[src/rtl/apu_pkg.sv]
// rtl/apu_pkg.sv - shared constants, FSM states and saturation helper for the voice mixer
package apu_pkg;

    localparam int NUM_VOICES = 4;
    localparam int SAMPLE_W   = 16;
    localparam int ACC_W      = 19;
    localparam int SAMP_MAX   = 32767;
    localparam int SAMP_MIN   = -32768;

    localparam logic signed [ACC_W-1:0] ACC_MAX = ACC_W'(SAMP_MAX);
    localparam logic signed [ACC_W-1:0] ACC_MIN = ACC_W'(SAMP_MIN);

    typedef enum logic [1:0] {
        ST_IDLE  = 2'd0,
        ST_ACCUM = 2'd1,
        ST_OUT   = 2'd2
    } state_e;

    function automatic logic [SAMPLE_W-1:0] saturate(input logic signed [ACC_W-1:0] a);
        if (a > ACC_MAX) begin
            return SAMPLE_W'(SAMP_MAX);
        end else if (a < ACC_MIN) begin
            return SAMPLE_W'(SAMP_MIN);
        end else begin
            return a[SAMPLE_W-1:0];
        end
    endfunction

endpackage

[src/rtl/voice_mixer_sched_voice_phase.sv]
// rtl/voice_mixer_sched_voice_phase.sv - per-voice square-wave phase counter (cnt/pol)
module voice_phase #(
    parameter int HP_W = 16
) (
    input  logic            clk,
    input  logic            reset,
    input  logic            step_i,
    input  logic [HP_W-1:0] hp_i,
    output logic            pol_o
);

    logic [HP_W-1:0] cnt_q, cnt_d;
    logic            pol_q, pol_d;
    logic [HP_W:0]   cnt_inc;

    // One bit wider so cnt+1 never wraps before the compare against hp.
    assign cnt_inc = {1'b0, cnt_q} + (HP_W+1)'(1);
    assign pol_o   = pol_q;

    always_comb begin
        cnt_d = cnt_q;
        pol_d = pol_q;
        if (step_i) begin
            if (hp_i == '0) begin
                cnt_d = '0;
                pol_d = 1'b0;
            end else if (cnt_inc >= {1'b0, hp_i}) begin
                cnt_d = '0;
                pol_d = ~pol_q;
            end else begin
                cnt_d = cnt_inc[HP_W-1:0];
            end
        end
    end

    always_ff @(posedge clk) begin
        if (reset) begin
            cnt_q <= '0;
            pol_q <= 1'b0;
        end else begin
            cnt_q <= cnt_d;
            pol_q <= pol_d;
        end
    end

endmodule

[src/rtl/voice_mixer_sched.sv]
// rtl/voice_mixer_sched.sv - four-voice time-multiplexed mixer; VOICE_MASK_EN adds voice_mask
module voice_mixer_sched
    import apu_pkg::*;
#(
    parameter logic [15:0] AMP      = 16'd4096,
    parameter int          SAMPLE_W = 16,
    parameter int          HP_W     = 16
) (
    input  logic                clk,
    input  logic                reset,
    input  logic                enable,
    input  logic                sample_req,
    input  logic [HP_W-1:0]     half_period0,
    input  logic [HP_W-1:0]     half_period1,
    input  logic [HP_W-1:0]     half_period2,
    input  logic [HP_W-1:0]     half_period3,
`ifdef VOICE_MASK_EN
    input  logic [3:0]          voice_mask,
`endif
    output logic [SAMPLE_W-1:0] sample_out,
    output logic                sample_valid,
    input  logic                sample_ready,
    output logic                busy,
    output logic [7:0]          overrun_cnt
);

    localparam logic signed [ACC_W-1:0] AMP_S = {3'b000, AMP};

    state_e                     state_q, state_d;
    logic [1:0]                 idx_q, idx_d;
    logic signed [ACC_W-1:0]    acc_q, acc_d;
    logic [SAMPLE_W-1:0]        out_q, out_d;
    logic                       valid_q, valid_d;
    logic [7:0]                 ovr_q, ovr_d;

    logic [HP_W-1:0]            hp [NUM_VOICES];
    logic [NUM_VOICES-1:0]      pol;
    logic [NUM_VOICES-1:0]      step;
    logic                       req;
    logic                       mute;
    logic [HP_W-1:0]            cur_hp;
    logic signed [ACC_W-1:0]    contrib;

    assign hp[0] = half_period0;
    assign hp[1] = half_period1;
    assign hp[2] = half_period2;
    assign hp[3] = half_period3;

    for (genvar v = 0; v < NUM_VOICES; v++) begin : g_voice
        assign step[v] = (state_q == ST_ACCUM) && (idx_q == 2'(v));
        voice_phase #(.HP_W(HP_W)) u_phase (
            .clk    (clk),
            .reset  (reset),
            .step_i (step[v]),
            .hp_i   (hp[v]),
            .pol_o  (pol[v])
        );
    end

`ifdef VOICE_MASK_EN
    assign mute = voice_mask[idx_q];
`else
    assign mute = 1'b0;
`endif

    // Contribution uses the polarity before this service's update.
    assign cur_hp  = hp[idx_q];
    assign contrib = (cur_hp == '0 || mute) ? '0 : (pol[idx_q] ? AMP_S : -AMP_S);
    assign req     = enable && sample_req;

    always_comb begin
        state_d = state_q;
        idx_d   = idx_q;
        acc_d   = acc_q;
        out_d   = out_q;
        valid_d = valid_q;
        ovr_d   = ovr_q;
        if (req && state_q != ST_IDLE && ovr_q != 8'hff) begin
            ovr_d = ovr_q + 8'd1;
        end
        case (state_q)
            ST_IDLE: begin
                if (req) begin
                    acc_d   = '0;
                    idx_d   = 2'd0;
                    state_d = ST_ACCUM;
                end
            end
            ST_ACCUM: begin
                acc_d = acc_q + contrib;
                idx_d = idx_q + 2'd1;
                if (idx_q == 2'd3) begin
                    state_d = ST_OUT;
                end
            end
            ST_OUT: begin
                // First OUT cycle latches the saturated sum; later cycles wait for the handshake.
                if (!valid_q) begin
                    out_d   = saturate(acc_q);
                    valid_d = 1'b1;
                end else if (sample_ready) begin
                    valid_d = 1'b0;
                    state_d = ST_IDLE;
                end
            end
            default: state_d = ST_IDLE;
        endcase
    end

    always_ff @(posedge clk) begin
        if (reset) begin
            state_q <= ST_IDLE;
            idx_q   <= 2'd0;
            acc_q   <= '0;
            out_q   <= '0;
            valid_q <= 1'b0;
            ovr_q   <= 8'd0;
        end else begin
            state_q <= state_d;
            idx_q   <= idx_d;
            acc_q   <= acc_d;
            out_q   <= out_d;
            valid_q <= valid_d;
            ovr_q   <= ovr_d;
        end
    end

    assign sample_out   = out_q;
    assign sample_valid = valid_q;
    assign busy         = (state_q != ST_IDLE);
    assign overrun_cnt  = ovr_q;

endmodule

[config.mk]
export PLATFORM = sky130hd
export DESIGN_NAME = voice_mixer_sched
export DESIGN_NICKNAME = d
export VERILOG_FILES = /design/src/rtl/apu_pkg.sv /design/src/rtl/voice_mixer_sched_voice_phase.sv /design/src/rtl/voice_mixer_sched.sv
export SDC_FILE = /design/constraint.sdc
export NUM_CORES = 1
export LEC_CHECK = 0
export ABC_AREA = 1
export CORE_AREA = 2 2 143 145
export DETAILED_ROUTE_END_ITERATION = 12
export DIE_AREA = 0 0 145 147
export GPL_TIMING_DRIVEN = 0
export SYNTH_ARGS = -nofsm -noshare
export SYNTH_HDL_FRONTEND = slang
export SYNTH_HIERARCHICAL = 1
export SYNTH_SLANG_ARGS = --single-unit
export TNS_END_PERCENT = 30
[constraint.sdc]
create_clock -name clk -period 8.6 [get_ports clk]
set_clock_uncertainty 0.2 [all_clocks]
set_input_delay 1.72 -clock clk [delete_from_list [all_inputs] [get_ports clk]]
set_output_delay 1.72 -clock clk [all_outputs]
set_load 0.01 [all_outputs]
# Word-level counts from Yosys, hierarchy flattened
# Cells that the tools add are included.
# Widths: inputs -> output; s select.
# op_classes
muxes	36
bitwise_logic	6
addsub	7
magnitude_cmp	8
eq_ne	10
reduce_logical	27
# ops
op	count
$mux 16	12
$logic_not 16->1	5
$add 16x1->17 const B	4
$ge 17x16->1	4
$mux 19	3
$pmux 19 s2	1
$bmux 16 s2	1
$add 19x19->19	1
$gt 19x16->1 const B	1
$lt 19x16->1 const B	1
$reduce_and 2->1	6
$reduce_bool 2->1	6
$mux 1	11
$mux 2	5
$add 8x1->8 const B	1
$ne 8x8->1 const B	1
$logic_and 1x1->1	7
$eq 2x2->1 const B	3
$ne 2x2->1 const B	3
$pmux 2 s3	1
$not 1->1	5
$eq 2x1->1 const B	2
$logic_not 2->1	2
$pmux 2 s2	1
other kinds (7)	7
# totals
register_bits	116
output_inout_bits	26
elab_cells	108

# Logic depth before layout (Yosys ltp)
# Gate-level depths: netlist of run 1.
# logic_depth
ltp_word	8
mapped_depth	21

# Modules after synthesis
# Netlist of run 1, hierarchy kept.
# by_module_without_submodules
mod	cells_per_inst	seq_area_each_um2	area_each_um2	n_inst
voice_phase (g_voice[1].u_phase ...)	217	340.3	1490.2	3
voice_mixer_sched	285	500.5	1800.5	1
voice_phase (g_voice[0].u_phase)	209	340.3	1492.7	1

# Worst setup path after synthesis of run 1
# Ideal clock, no wire load.
# synth_path
kind	input to register
from	in half_period0[0]
to	reg acc_q[17]
arrival_time_ns	3.198
cell_stages	15
n_path_buf	0
slack_ns	5.071
path_cell_list	or2_1 nor2_1 nand3_1 nand3_2 nand2_4 nand2_4 inv_2 ha_1 inv_1 nor2_1 nand3_2 nand2_1 nand2_1 nand3_1 a21oi_2
# synth_via
elab_chain_len	7
# synth_lines
item	line	text
start: declaration	voice_mixer_sched.sv:13	input logic [HP_W-1:0] half_period0,
$bmux 16 s2	voice_mixer_sched.sv:67	assign cur_hp = hp[idx_q];
$mux 16 (not written as such) (2 in series)	voice_mixer_sched.sv:67	
$logic_not 16->1	voice_mixer_sched.sv:68	assign contrib = (cur_hp == '0 || mute) ? '0 : (pol[idx_q] ? AMP_S : -AMP_S);
$mux 19	voice_mixer_sched.sv:68	
$add 19x19->19	voice_mixer_sched.sv:90	acc_d = acc_q + contrib;
$pmux 19 s2	voice_mixer_sched.sv:81	case (state_q)
end signal: assignment	voice_mixer_sched.sv:114	acc_q <= '0;
end signal: assignment	voice_mixer_sched.sv:121	acc_q <= acc_d;
end: declaration	voice_mixer_sched.sv:31	logic signed [ACC_W-1:0] acc_q, acc_d;
# Every way passes these cells. The select of a mux whose other input is x is not followed.
# A chain may end at the register's enable or synchronous reset.

# Worst setup path in the final report of run 1
# Same ends and word-level chain as after synthesis.

==> impl_metrics.py, run 1 <==
metrics = {
    "global_route": {
        "grt_util_all_layers_pct": 18.2,
        "grt_max_degree": 15,
        "grt_pass1_vias": 6946,
        "grt_overflow": 0,
        "grt_pass1_wl_um": 32600,
        "grt_antenna_before_repair": 0,
    },
    "timing": {
        "hold_viol": 0,
        "post-route-period-util_pct": 45.6,
        "tns_ns": 0,
        "fmax_mhz": 255,
        "tightestPinTransition_ns": 0.873,
        "grt_setup_unrepaired": "no",
        "postLayoutSetupSlackWorst_ns": 4.68,
        "maxSlewViolCount": 0,
        "finalCriticalPeriod_ns": 3.92,
        "setup_viol": 0,
        "slew_headroom_pct": 41.5,
    },
    "synthesis": {
        "synth.area.top_cells": "dfxtp_1, ha_1, nand2_1, a21oi_1, nand4_1",
        "synth_area_um2": 7760,
        "syn_inst": 1145,
        "synthDistinctLibCells": 44,
        "ys_ff_latch": 93,
        "seq_area_frac_synth_pct": 24.0,
        "synth_top_area_share_pct": 24.0,
        "postSynthAreaPerCell_um2": 6.78,
        "syn-num-nets": 1291,
        "synth_warnings": 6,
        "yosysTopAreaCell": "dfxtp_1",
    },
    "power": {
        "p_per_area_nw_per_um2": 112,
        "swShare_pct": 24.4,
        "p_clk_share_pct": 43.2,
        "seq_power_share_pct": 42.1,
        "switchingPower_uw": 257,
        "ir_worst_vdd_mv": 0.103,
        "internal_power_uw": 797,
        "p_leak_nw": 4.16,
        "finalPower_mw": 1.05,
        "combPwrFrac_pct": 14.7,
    },
    "place": {
        "dp_slack_ns": 4.32,
        "numPortBuffers": 93,
        "place_congestion": 0.834,
        "hpwl_um": 15300,
    },
    "finish": {
        "final_nets": 1395,
        "final_common_cell": "nand2_1",
        "antenna_cells": 0,
        "multi_input_area_um2": 4970,
        "drive_gt1_share_pct": 10.8,
        "final_core_util_pct": 47.2,
        "syn_to_final_growth_pct": 20.7,
        "seq_area_um2": 1860,
        "fill_cells": 2040,
        "final_cell_mix": "nand2_1, inv_1, nor2_1, a21oi_1",
    },
    "route": {
        "wl_per_cell_um": 12.5,
        "vias_per_cell": 4.82,
        "first_pass_iters": 5,
        "drtIter0Drc": 382,
        "num_vias": 7340,
        "routed_wl_um": 19100,
        "drcViolationCount": 0,
        "antenna_left": 0,
    },
    "worst_setup_path": {
        "path_buf_inv": 3,
        "critPathRequiredTime_ns": 8.62,
        "cp_max_fo": 5,
        "cp_slowest_stage_delay_ns": 0.46,
        "cp.arrival_ns": 3.94,
        "crit_family": "simple AND/OR/NAND/NOR gates",
        "worstSetupPathType": "in2reg",
        "start_kind": "input port",
        "slowest_stage": "clkdlybuf4s50_1",
        "crit_chain": "clkdlybuf4s50_1 -> or2_1 -> nor2_1 -> nand3_1 -> nand3_2 -> nand2_4 -> nand2_4 -> inv_2 -> ha_1 -> inv_1 -> nor2_1 -> nand3_2 -> nand2_1 -> nand2_1 -> nand3_1 -> a21oi_2",
        "crit_path_end_kind": "flop",
    },
    "clock_network": {
        "clockRootBuffer": "clkbuf_16",
        "cts_tree": "yes",
        "htree_num_levels": 3,
        "cts_sinks": 93,
        "clk_pin_slew_ns": 0.06,
        "cts_hold_buf": 0,
        "cts_setup_buffers": 0,
        "cts_resized": 0,
        "clock_latency_ns": 0.35,
        "max-clock-path-buffers": 2,
        "cts_buffers": 9,
    },
    "job": {
        "drv_cap": 0,
    },
    "worst_hold_path": {
        "holdCritPathClass": "reg2reg",
    },
    "run_status": {
        "status": "finished clean",
    },
    "floorplanning": {
        "start_util_pct": 39.1,
        "die_area_um2": 21300,
        "ios": 95,
        "fp.coreArea_um2": 19800,
        "die_h_um": 147,
        "num_rows": 52,
        "die_width_um": 145,
    },
}
[power groups by stage]
| stage | sequential, mW | combinational, mW | clock [mW] |
|---|---|---|---|
| finish | 0.444 | 0.155 | 0.455 |
| detailed placement | 0.454 | 0.155 | 0 |
| CTS | 0.444 | 0.156 | 0.467 |
| floorplan | 0.451 | 0.0952 | 0 |
| global route | 0.444 | 0.177 | 0.485 |
| global placement | 0.454 | 0.154 | 0 |
[synthesized netlist by cell type, drive strengths merged]
master,number
and3,3
xnor2,19
inv,167
o22a,1
o21ai,17
clkinv,7
or2,2
o21bai,1
ha,77
nand3,51
nor4,5
nand2b,1
dfxtp,93
a21oi,110
nor2,134
xor2,39
clkbuf,11
o21a,5
a21o,1
o31ai,1
a31oi,1
nand4,87
nand2,262
buf,31
nor3,14
nand3b,5
[state kept, by name, summed over array words and instances, names as in the netlist]
register               flops
sample_out                 5
acc_q                      7
overrun_cnt                8
state_q                    2
sample_valid               1
idx_q                      2
g_voice.u_phase/pol_o      4
g_voice.u_phase/cnt_q     64
[final timing paths]
kind	startpoint	endpoint	slack (ns)	depth (start not counted)
worst max-delay path	half_period0[0]	acc_q[17]$_SDFFE_PP0P_	4.68	16
worst min-delay path	g_voice[2].u_phase/cnt_q[15]$_SDFFE_PP0P_	g_voice[2].u_phase/cnt_q[15]$_SDFFE_PP0P_	0.27	2
worst max register to register	g_voice[0].u_phase/cnt_q[0]$_SDFFE_PP0P_	g_voice[0].u_phase/cnt_q[12]$_SDFFE_PP0P_	5.42	20
worst min register to register	g_voice[2].u_phase/cnt_q[15]$_SDFFE_PP0P_	g_voice[2].u_phase/cnt_q[15]$_SDFFE_PP0P_	0.27	2
[cell type report]
class	count	share of cell area [%]
multi-input cells	836	53.0
flip-flops and latches	93	19.9
repair buffers	93	9.93
inverters	174	6.97
well taps	270	3.60
plain buffers	42	2.99
clock buffers	12	2.63
clock inverters	4	1.01
[metrics by stage]
stage,hold slack [ns],area (µm²),cells
6_report,0.268,9370,1524
3_3_place_gp,0.253,9030,1508
3_5_place_dp,0.260,9030,1508
4_1_cts,0.270,9370,1524
5_1_grt,0.285,9370,1524
2_1_floorplan,0.245,7760,1145
[routing by layer]
| metal | track usage, % | routed length (µm) | vias up |
|---|---|---|---|
| met5 | 0 | 0 | - |
| met4 | 4.46 | 225 | 0 |
| met1 | 23.9 | 9260 | 3258 |
| met3 | 3.29 | 658 | 17 |
| met2 | 31.2 | 8930 | 116 |
| li1 | - | - | 3949 |
[worst min-delay path: stages, from the launching register on]
cell     delay, ns
dfxtp_1       0.31
nand2_1       0.06
a21oi_1       0.06
[kinds of logic after synthesis]
logic type,synth area share (%)
and+or+nand+nor,35.6
DFF,24.0
xor gates and xnor gates,6.54
adders and majority gates,12.4
buffers and inverters,12.0
AOI/OAI and AO/OA,9.46
No activity file was read; power rests on OpenSTA's default activity.
==> run 2, diff against run 1 <==
==> constraint.sdc (replaced) <==
create_clock -name clk -period 3.54 [get_ports clk]
set_clock_uncertainty 0.2 [all_clocks]
set_input_delay 0.708 -clock clk [delete_from_list [all_inputs] [get_ports clk]]
set_output_delay 0.708 -clock clk [all_outputs]
set_load 0.01 [all_outputs]
==> results of run 2 <==
Same layout as run 1 (identical final DEF). Status: finished clean.
Main changes from that run: setup slack after placement 4.32 ns -> 0.271 ns; setup slack after layout 4.68 ns -> 0.360 ns; start point of the critical path half_period0[0] -> g_voice[0].u_phase/cnt_q[0]$_SDFFE_PP0P_; end point of the critical path acc_q[17]$_SDFFE_PP0P_ -> g_voice[0].u_phase/cnt_q[12]$_SDFFE_PP0P_; register-to-register setup slack 5.42 ns -> 0.36 ns; total power 1.05 mW -> 2.56 mW; worst IR drop on VDD 0.103 mV -> 0.250 mV
